## src/rtl/cpu_pkg.sv

```systemverilog
// Shared sequencer definitions: FSM state codes, PC step and the redirect record.
// Latency: none (constants, types and a pure function only).
// Backpressure: not applicable.
package cpu_pkg;

    // FSM state encoding, also exported on state_o
    localparam logic [1:0] ST_IDLE = 2'd0;
    localparam logic [1:0] ST_RUN  = 2'd1;
    localparam logic [1:0] ST_HOLD = 2'd2;
    localparam logic [1:0] ST_WAIT = 2'd3;

    // Sequential fetch step in bytes
    localparam logic [31:0] PC_INC = 32'd4;

    // Width of the mem-stall cycle counter (MAX_WAIT tops out at 255)
    localparam int WAIT_CNT_W = 8;

    // A redirect target together with its valid flag
    typedef struct packed {
        logic        vld;
        logic [31:0] dat;
    } redirect_t;

    // Sequential next PC; wraps modulo 2^32
    function automatic logic [31:0] pc_seq_inc(input logic [31:0] pc);
        return pc + PC_INC;
    endfunction

endpackage

```

## src/rtl/pc_redirect_buf.sv

```systemverilog
// One-entry pending redirect target, captured while the pipe is frozen by a memory stall.
// Latency: capture visible the cycle after cap.vld; clear takes effect the following cycle.
// Backpressure: a valid entry is never overwritten; later captures are dropped until consumed or dropped.
module pc_redirect_buf
    import cpu_pkg::*;
(
    input  logic      clk_i,
    input  logic      rst_i,
    input  logic      drop,
    input  logic      consume,
    input  redirect_t cap,
    output redirect_t pend
);

    // Hold the first redirect seen during a stall; release on consume, drop or reset
    always_ff @(posedge clk_i) begin
        if (rst_i || drop || consume) begin
            pend.vld <= 1'b0;
        end else if (cap.vld && !pend.vld) begin
            pend.vld <= 1'b1;
            pend.dat <= cap.dat;
        end
    end

endmodule

```

## src/rtl/pc_sequencer.sv

```systemverilog
// Next-PC selection and pipeline stall/flush/bubble control for a 5-stage fetch front end.
// Latency: outputs combinational from state, pending target and inputs; state advances each posedge.
// Backpressure: mem_stall_i freezes PC and IF/ID; sticky timeout_o after MAX_WAIT stalled WAIT cycles.
// Optional PC_SEQ_PERF_EN adds saturating stall_cycles_o / redirect_cnt_o counters.
module pc_sequencer
    import cpu_pkg::*;
#(
    parameter logic [31:0] RESET_PC = 32'h0000_0000,
    parameter int          MAX_WAIT = 16
) (
    input  logic        clk_i,
    input  logic        rst_i,
    input  logic        start_i,
    input  logic [31:0] pc_i,
    input  logic        hazard_i,
    input  logic        mem_stall_i,
    input  logic        branch_i,
    input  logic [31:0] branch_addr_i,
    input  logic        jump_i,
    input  logic [31:0] jump_addr_i,
    output logic [31:0] pc_next_o,
    output logic        pc_stall_o,
    output logic        ifid_stall_o,
    output logic        ifid_flush_o,
    output logic        idex_bubble_o,
    output logic [1:0]  state_o,
    output logic        timeout_o
`ifdef PC_SEQ_PERF_EN
    ,
    output logic [31:0] stall_cycles_o,
    output logic [31:0] redirect_cnt_o
`endif
);

    localparam logic [WAIT_CNT_W-1:0] MAX_WAIT_C = WAIT_CNT_W'(MAX_WAIT);

    logic [1:0]            state_q;
    logic [1:0]            state_d;
    logic [WAIT_CNT_W-1:0] wait_cnt_q;
    logic                  timeout_q;
    logic                  wait_stall;
    logic                  redir_vld;
    logic [31:0]           redir_tgt;
    logic                  consume;
    redirect_t             cap;
    redirect_t             pend;

    // Jump outranks branch when both resolve in the same cycle
    assign redir_vld = jump_i | branch_i;
    assign redir_tgt = jump_i ? jump_addr_i : branch_addr_i;

    // A stalled WAIT cycle is what the timeout counter measures
    assign wait_stall = (state_q == ST_WAIT) && mem_stall_i && start_i;

    assign state_o   = state_q;
    assign timeout_o = timeout_q;

    pc_redirect_buf u_redirect_buf (
        .clk_i   (clk_i),
        .rst_i   (rst_i),
        .drop    (!start_i),
        .consume (consume),
        .cap     (cap),
        .pend    (pend)
    );

    // Next-state and output decode; priority mem stall > hazard > jump > branch > sequential
    always_comb begin
        state_d       = state_q;
        pc_next_o     = pc_i;
        pc_stall_o    = 1'b0;
        ifid_stall_o  = 1'b0;
        ifid_flush_o  = 1'b0;
        idex_bubble_o = 1'b0;
        cap           = '0;
        consume       = 1'b0;
        case (state_q)
            ST_IDLE: begin
                pc_next_o    = RESET_PC;
                pc_stall_o   = 1'b1;
                ifid_flush_o = 1'b1;
                state_d      = ST_RUN;
            end
            ST_RUN, ST_HOLD: begin
                if (mem_stall_i) begin
                    pc_stall_o   = 1'b1;
                    ifid_stall_o = 1'b1;
                    cap.vld      = redir_vld;
                    cap.dat      = redir_tgt;
                    state_d      = ST_WAIT;
                end else if (hazard_i && (state_q == ST_RUN)) begin
                    // The stalled ID instruction is re-evaluated in HOLD, so its redirect waits too
                    pc_stall_o    = 1'b1;
                    ifid_stall_o  = 1'b1;
                    idex_bubble_o = 1'b1;
                    state_d       = ST_HOLD;
                end else begin
                    pc_next_o    = redir_vld ? redir_tgt : pc_seq_inc(pc_i);
                    ifid_flush_o = redir_vld;
                    state_d      = ST_RUN;
                end
            end
            ST_WAIT: begin
                if (mem_stall_i) begin
                    pc_stall_o   = 1'b1;
                    ifid_stall_o = 1'b1;
                    cap.vld      = redir_vld;
                    cap.dat      = redir_tgt;
                end else begin
                    // Exit cycle: a redirect captured during the stall takes precedence
                    consume = pend.vld;
                    if (pend.vld) begin
                        pc_next_o    = pend.dat;
                        ifid_flush_o = 1'b1;
                    end else begin
                        pc_next_o    = redir_vld ? redir_tgt : pc_seq_inc(pc_i);
                        ifid_flush_o = redir_vld;
                    end
                    state_d = ST_RUN;
                end
            end
            default: begin
                state_d = ST_IDLE;
            end
        endcase
        if (!start_i) begin
            state_d = ST_IDLE;
        end
    end

    // FSM state register
    always_ff @(posedge clk_i) begin
        if (rst_i) begin
            state_q <= ST_IDLE;
        end else begin
            state_q <= state_d;
        end
    end

    // Stalled-cycle counter (cleared outside WAIT) and sticky timeout flag
    always_ff @(posedge clk_i) begin
        if (rst_i) begin
            wait_cnt_q <= '0;
            timeout_q  <= 1'b0;
        end else if (wait_stall) begin
            if (wait_cnt_q != MAX_WAIT_C) begin
                wait_cnt_q <= wait_cnt_q + 1'b1;
            end
            if (wait_cnt_q >= (MAX_WAIT_C - 1'b1)) begin
                timeout_q <= 1'b1;
            end
        end else begin
            wait_cnt_q <= '0;
        end
    end

`ifdef PC_SEQ_PERF_EN
    // Saturating counts of stall cycles and taken redirect flushes
    always_ff @(posedge clk_i) begin
        if (rst_i) begin
            stall_cycles_o <= '0;
            redirect_cnt_o <= '0;
        end else begin
            if (((state_q == ST_HOLD) || (state_q == ST_WAIT)) && (stall_cycles_o != '1)) begin
                stall_cycles_o <= stall_cycles_o + 1'b1;
            end
            if (ifid_flush_o && (state_q != ST_IDLE) && (redirect_cnt_o != '1)) begin
                redirect_cnt_o <= redirect_cnt_o + 1'b1;
            end
        end
    end
`endif

endmodule

```

## config.mk

```make
export PLATFORM = sky130hd
export DESIGN_NAME = pc_sequencer
export DESIGN_NICKNAME = d
export VERILOG_FILES = /design/src/rtl/cpu_pkg.sv /design/src/rtl/pc_redirect_buf.sv /design/src/rtl/pc_sequencer.sv
export SDC_FILE = /design/constraint.sdc
export NUM_CORES = 1
export LEC_CHECK = 0
export ABC_AREA = 1
export BUFFER_PORTS_ARGS = -buffer_cell sky130_fd_sc_hd__buf_2
export CAP_MARGIN = 30
export CORE_MARGIN = 3
export CORE_UTILIZATION = 40
export CTS_BUF_LIST = sky130_fd_sc_hd__clkbuf_2 sky130_fd_sc_hd__clkbuf_4 sky130_fd_sc_hd__clkbuf_8
export DETAILED_ROUTE_END_ITERATION = 6
export PLACE_DENSITY_LB_ADDON = 0.25
export RECOVER_POWER = 25
export SLEW_MARGIN = 20
export SYNTH_ARGS = -nofsm -noshare
export SYNTH_HDL_FRONTEND = slang
export SYNTH_SLANG_ARGS = --single-unit
export TNS_END_PERCENT = 5
```

## constraint.sdc

```tcl
create_clock -name clk_i -period 3 [get_ports clk_i]
set_input_delay 0.15 -clock clk_i [delete_from_list [all_inputs] [get_ports clk_i]]
set_output_delay 0.15 -clock clk_i [all_outputs]
set_load 0.005 [all_outputs]
```

==> impl_metrics.py <==
metrics = {
    "status": {
        "status": "finished, final reports clean",
    },
    "floorplan": {
        "start_util_pct": 41.2,
        "core.rowCount": 39,
        "die_x_microns": 115,
        "core_sq_um": 11500,
        "ios": 142,
        "die_area_sq_um": 13100,
        "die_h_microns": 115,
    },
    "synthesis": {
        "synthArstFlopShare_pct": 0,
        "synth_top_cell_area_share_pct": 20.3,
        "syn_area_sq_um": 4720,
        "ys.flop_type": "edfxtp_1",
        "syn_nets": 857,
        "yosysMostFrequentCell": "nand2_1",
        "ys_seq_elements": 44,
        "synth_commonest_cells": "nand2_1, a21oi_1, nor2_1",
        "syn_avg_cell_area_sq_um": 6.31,
        "yosys-top-cells-area": "edfxtp_1, nand2_1, a21oi_1, nand3_1, nor2_1",
        "yosys.area.top_type": "edfxtp_1",
        "synth_cell_types": 40,
        "ys.warnings.count": 0,
        "synth-edff-count": 32,
        "netlist_instances": 748,
        "seq_area_frac_synth_pct": 25.4,
    },
    "placement": {
        "dp_slack_ns": 0.714,
        "dpl.hpwl_microns": 10900,
        "portBuffers": 141,
        "gp_congestion": 0.958,
    },
    "global_routing": {
        "overflow": 0,
        "grt_usage_pct": 21.5,
        "grt_pass1_wl_microns": 23100,
        "grt_max_degree": 36,
        "antenna_found_initial": 0,
        "grt_pass1_vias": 4872,
    },
    "finish": {
        "area_growth_pct": 17.6,
        "layout-drive-gt1-share_pct": 22.9,
        "fin_util_pct": 48.4,
        "final_nets": 981,
        "n_antenna_cell": 0,
    },
    "timing": {
        "final.period_utilization_pct": 86.2,
        "fin_tns_setup_ns": 0,
        "tightest_slew_ns": 0.645,
        "hold_viol": 0,
        "setup_viol": 0,
        "maxSlewViolCount": 0,
        "finClkSkew_ns": 0.0127,
        "maxSlewHeadroom_pct": 56.6,
        "period_needed_ns": 2.59,
        "rsz0062_at_grt": "false",
        "max_freq_ghz": 0.387,
        "setup_ws_ns": 0.414,
    },
    "cts": {
        "cts_tree": "built",
        "cts_num_sinks": 44,
        "htreeDepth": 2,
        "cts_buffers": 5,
        "cts_resized": 0,
        "clkLatencyLatePin_ns": 0.31,
        "clockBufferDepth": 2,
        "root_buffer": "clkbuf_8",
        "cts_hold_buf": 0,
        "clkSlewWorstSetupHoldPaths_ns": 0.11,
        "cts_setup_buffers": 0,
    },
    "pwr": {
        "p_per_area_nw_per_um2": 291,
        "p_leak_uw": 0.00274,
        "vdd.ir_drop.worst_mv": 0.195,
    },
    "route": {
        "drtPass1Iterations": 5,
        "ant_nets": 0,
        "viasPerCell": 5.11,
        "first_iter_violations": 381,
        "remaining_drc_errors": 0,
        "vias": 5196,
        "wl_per_cell_microns": 14.1,
        "finalWirelength_microns": 14300,
    },
    "min_path": {
        "hold_class": "input port to flip-flop",
        "holdPathStages": 2,
    },
    "setup_path": {
        "path_buf_inv": 2,
        "crit_type": "flip-flop to primary output",
        "start_kind": "flip-flop",
        "path_depth": 7,
        "crit_family": "buffers and inverters",
        "worst_path_max_delay_cell": "dfxtp_1",
        "end_kind": "primary output",
        "crit_top_cell": "nand2_1",
        "crit_arrival_ns": 2.44,
        "cp_max_fo": 15,
        "r2r.worst_path.cells": 7,
        "worstPathCellList": "clkinv_1 -> nand2_1 -> o21ai_0 -> nand2_1 -> o2111a_1 -> nor2_1 -> buf_2",
        "slowest_delay_ns": 0.70,
        "required_ns": 2.85,
    },
    "flow_run": {
        "cap_violations": 0,
    },
}
-- cells in the final DEF, fill, tap and decap left out, types with 2 or more instances in the layout --
cell | netlist | final
nand2_1 | 210 | 210
buf_2 | 10 | 140
a21oi_1 | 90 | 90
nor2_1 | 90 | 89
inv_1 | 73 | 73
nand3_1 | 71 | 71
edfxtp_1 | 32 | 32
mux2i_1 | 25 | 25
o21ai_0 | 22 | 22
xor2_1 | 12 | 12
dfxtp_1 | 12 | 12
nor2_4 | 11 | 11
buf_4 | 2 | 11
nand2_2 | 9 | 9
nor2_2 | 6 | 7
ha_1 | 6 | 6
inv_2 | 5 | 5
or2_2 | 5 | 5
clkbuf_8 | 8 | 5
o211ai_1 | 3 | 3
a22oi_1 | 3 | 3
o21a_1 | 3 | 3
o21ai_1 | 3 | 3
and2_1 | 3 | 3
xnor2_1 | 2 | 2
o2111a_1 | 2 | 2
nand2_4 | 2 | 2
o22ai_1 | 2 | 2
nor3_1 | 2 | 2
a211oi_1 | 2 | 2
-- path summary, 6_finish.rpt --
path / from / end / slack, ns
max: u_redirect_buf.pend[32]$_SDFFE_PP0P_ / pc_next_o[1] / 0.41
min: rst_i / timeout_o$_SDFFE_PP0P_ / 0.05
max reg2reg: state_o[0]$_SDFFE_PP0P_ / u_redirect_buf.pend[31]$_SDFFCE_PN0P_ / 0.93
min reg2reg: timeout_o$_SDFFE_PP0P_ / timeout_o$_SDFFE_PP0P_ / 0.47
-- area by class of cell --
| cell class | count | area, sq um |
|---|---|---|
| fill | 1234 | 5910 |
| multi-input combinational | 590 | 2980 |
| sequential | 44 | 1200 |
| timing repair buffer | 152 | 787 |
| inverter | 79 | 297 |
| tap | 143 | 179 |
| clock buffer | 5 | 68.8 |
| clock inverter | 3 | 45.0 |
-- sequential cells by signal (all words and copies together), names as in the netlist --
name                 cells
state_o                  2
timeout_o                1
u_redirect_buf.pend     33
wait_cnt_q               8
-- power breakdown --
group          internal, uW  leakage (uW)  switching, uW
Combinational           174       0.00227            285
Clock                   252     0.0000591            248
Sequential              654      0.000412           3.36
Total                  1080       0.00274            536
-- routing by layer --
metal  vias to the layer above  GRT usage, %  share of wire (%)
li1                       2680             -                  -
met5                         -             0                  0
met2                       179          36.4                 46
met4                         0          4.59                1.2
met3                        17          2.96                6.7
met1                      2320          29.3                 46
-- per-stage QoR --
step	power [uW]	hold slack [ns]	std cells	cell area, sq um
6_report	1620	0.0518	1016	5550
5_1_grt	1710	0.0527	1016	5550
4_1_cts	1620	0.0385	1016	5560
3_5_place_dp	1130	0.379	1008	5440
3_3_place_gp	1130	0.364	1008	5440
2_1_floorplan	971	0.250	748	4720
-- cells by family after synthesis --
group / synth area share [%]
AO/OA/AOI/OAI: 15.4
XOR/XNOR: 2.60
adder cells (fa/ha/maj): 1.59
buffers and inverters: 11.6
flip-flops: 25.4
multiplexers: 5.30
AND/OR/NAND/NOR: 38.0
Note: power is estimated with default switching activity, not from simulation.
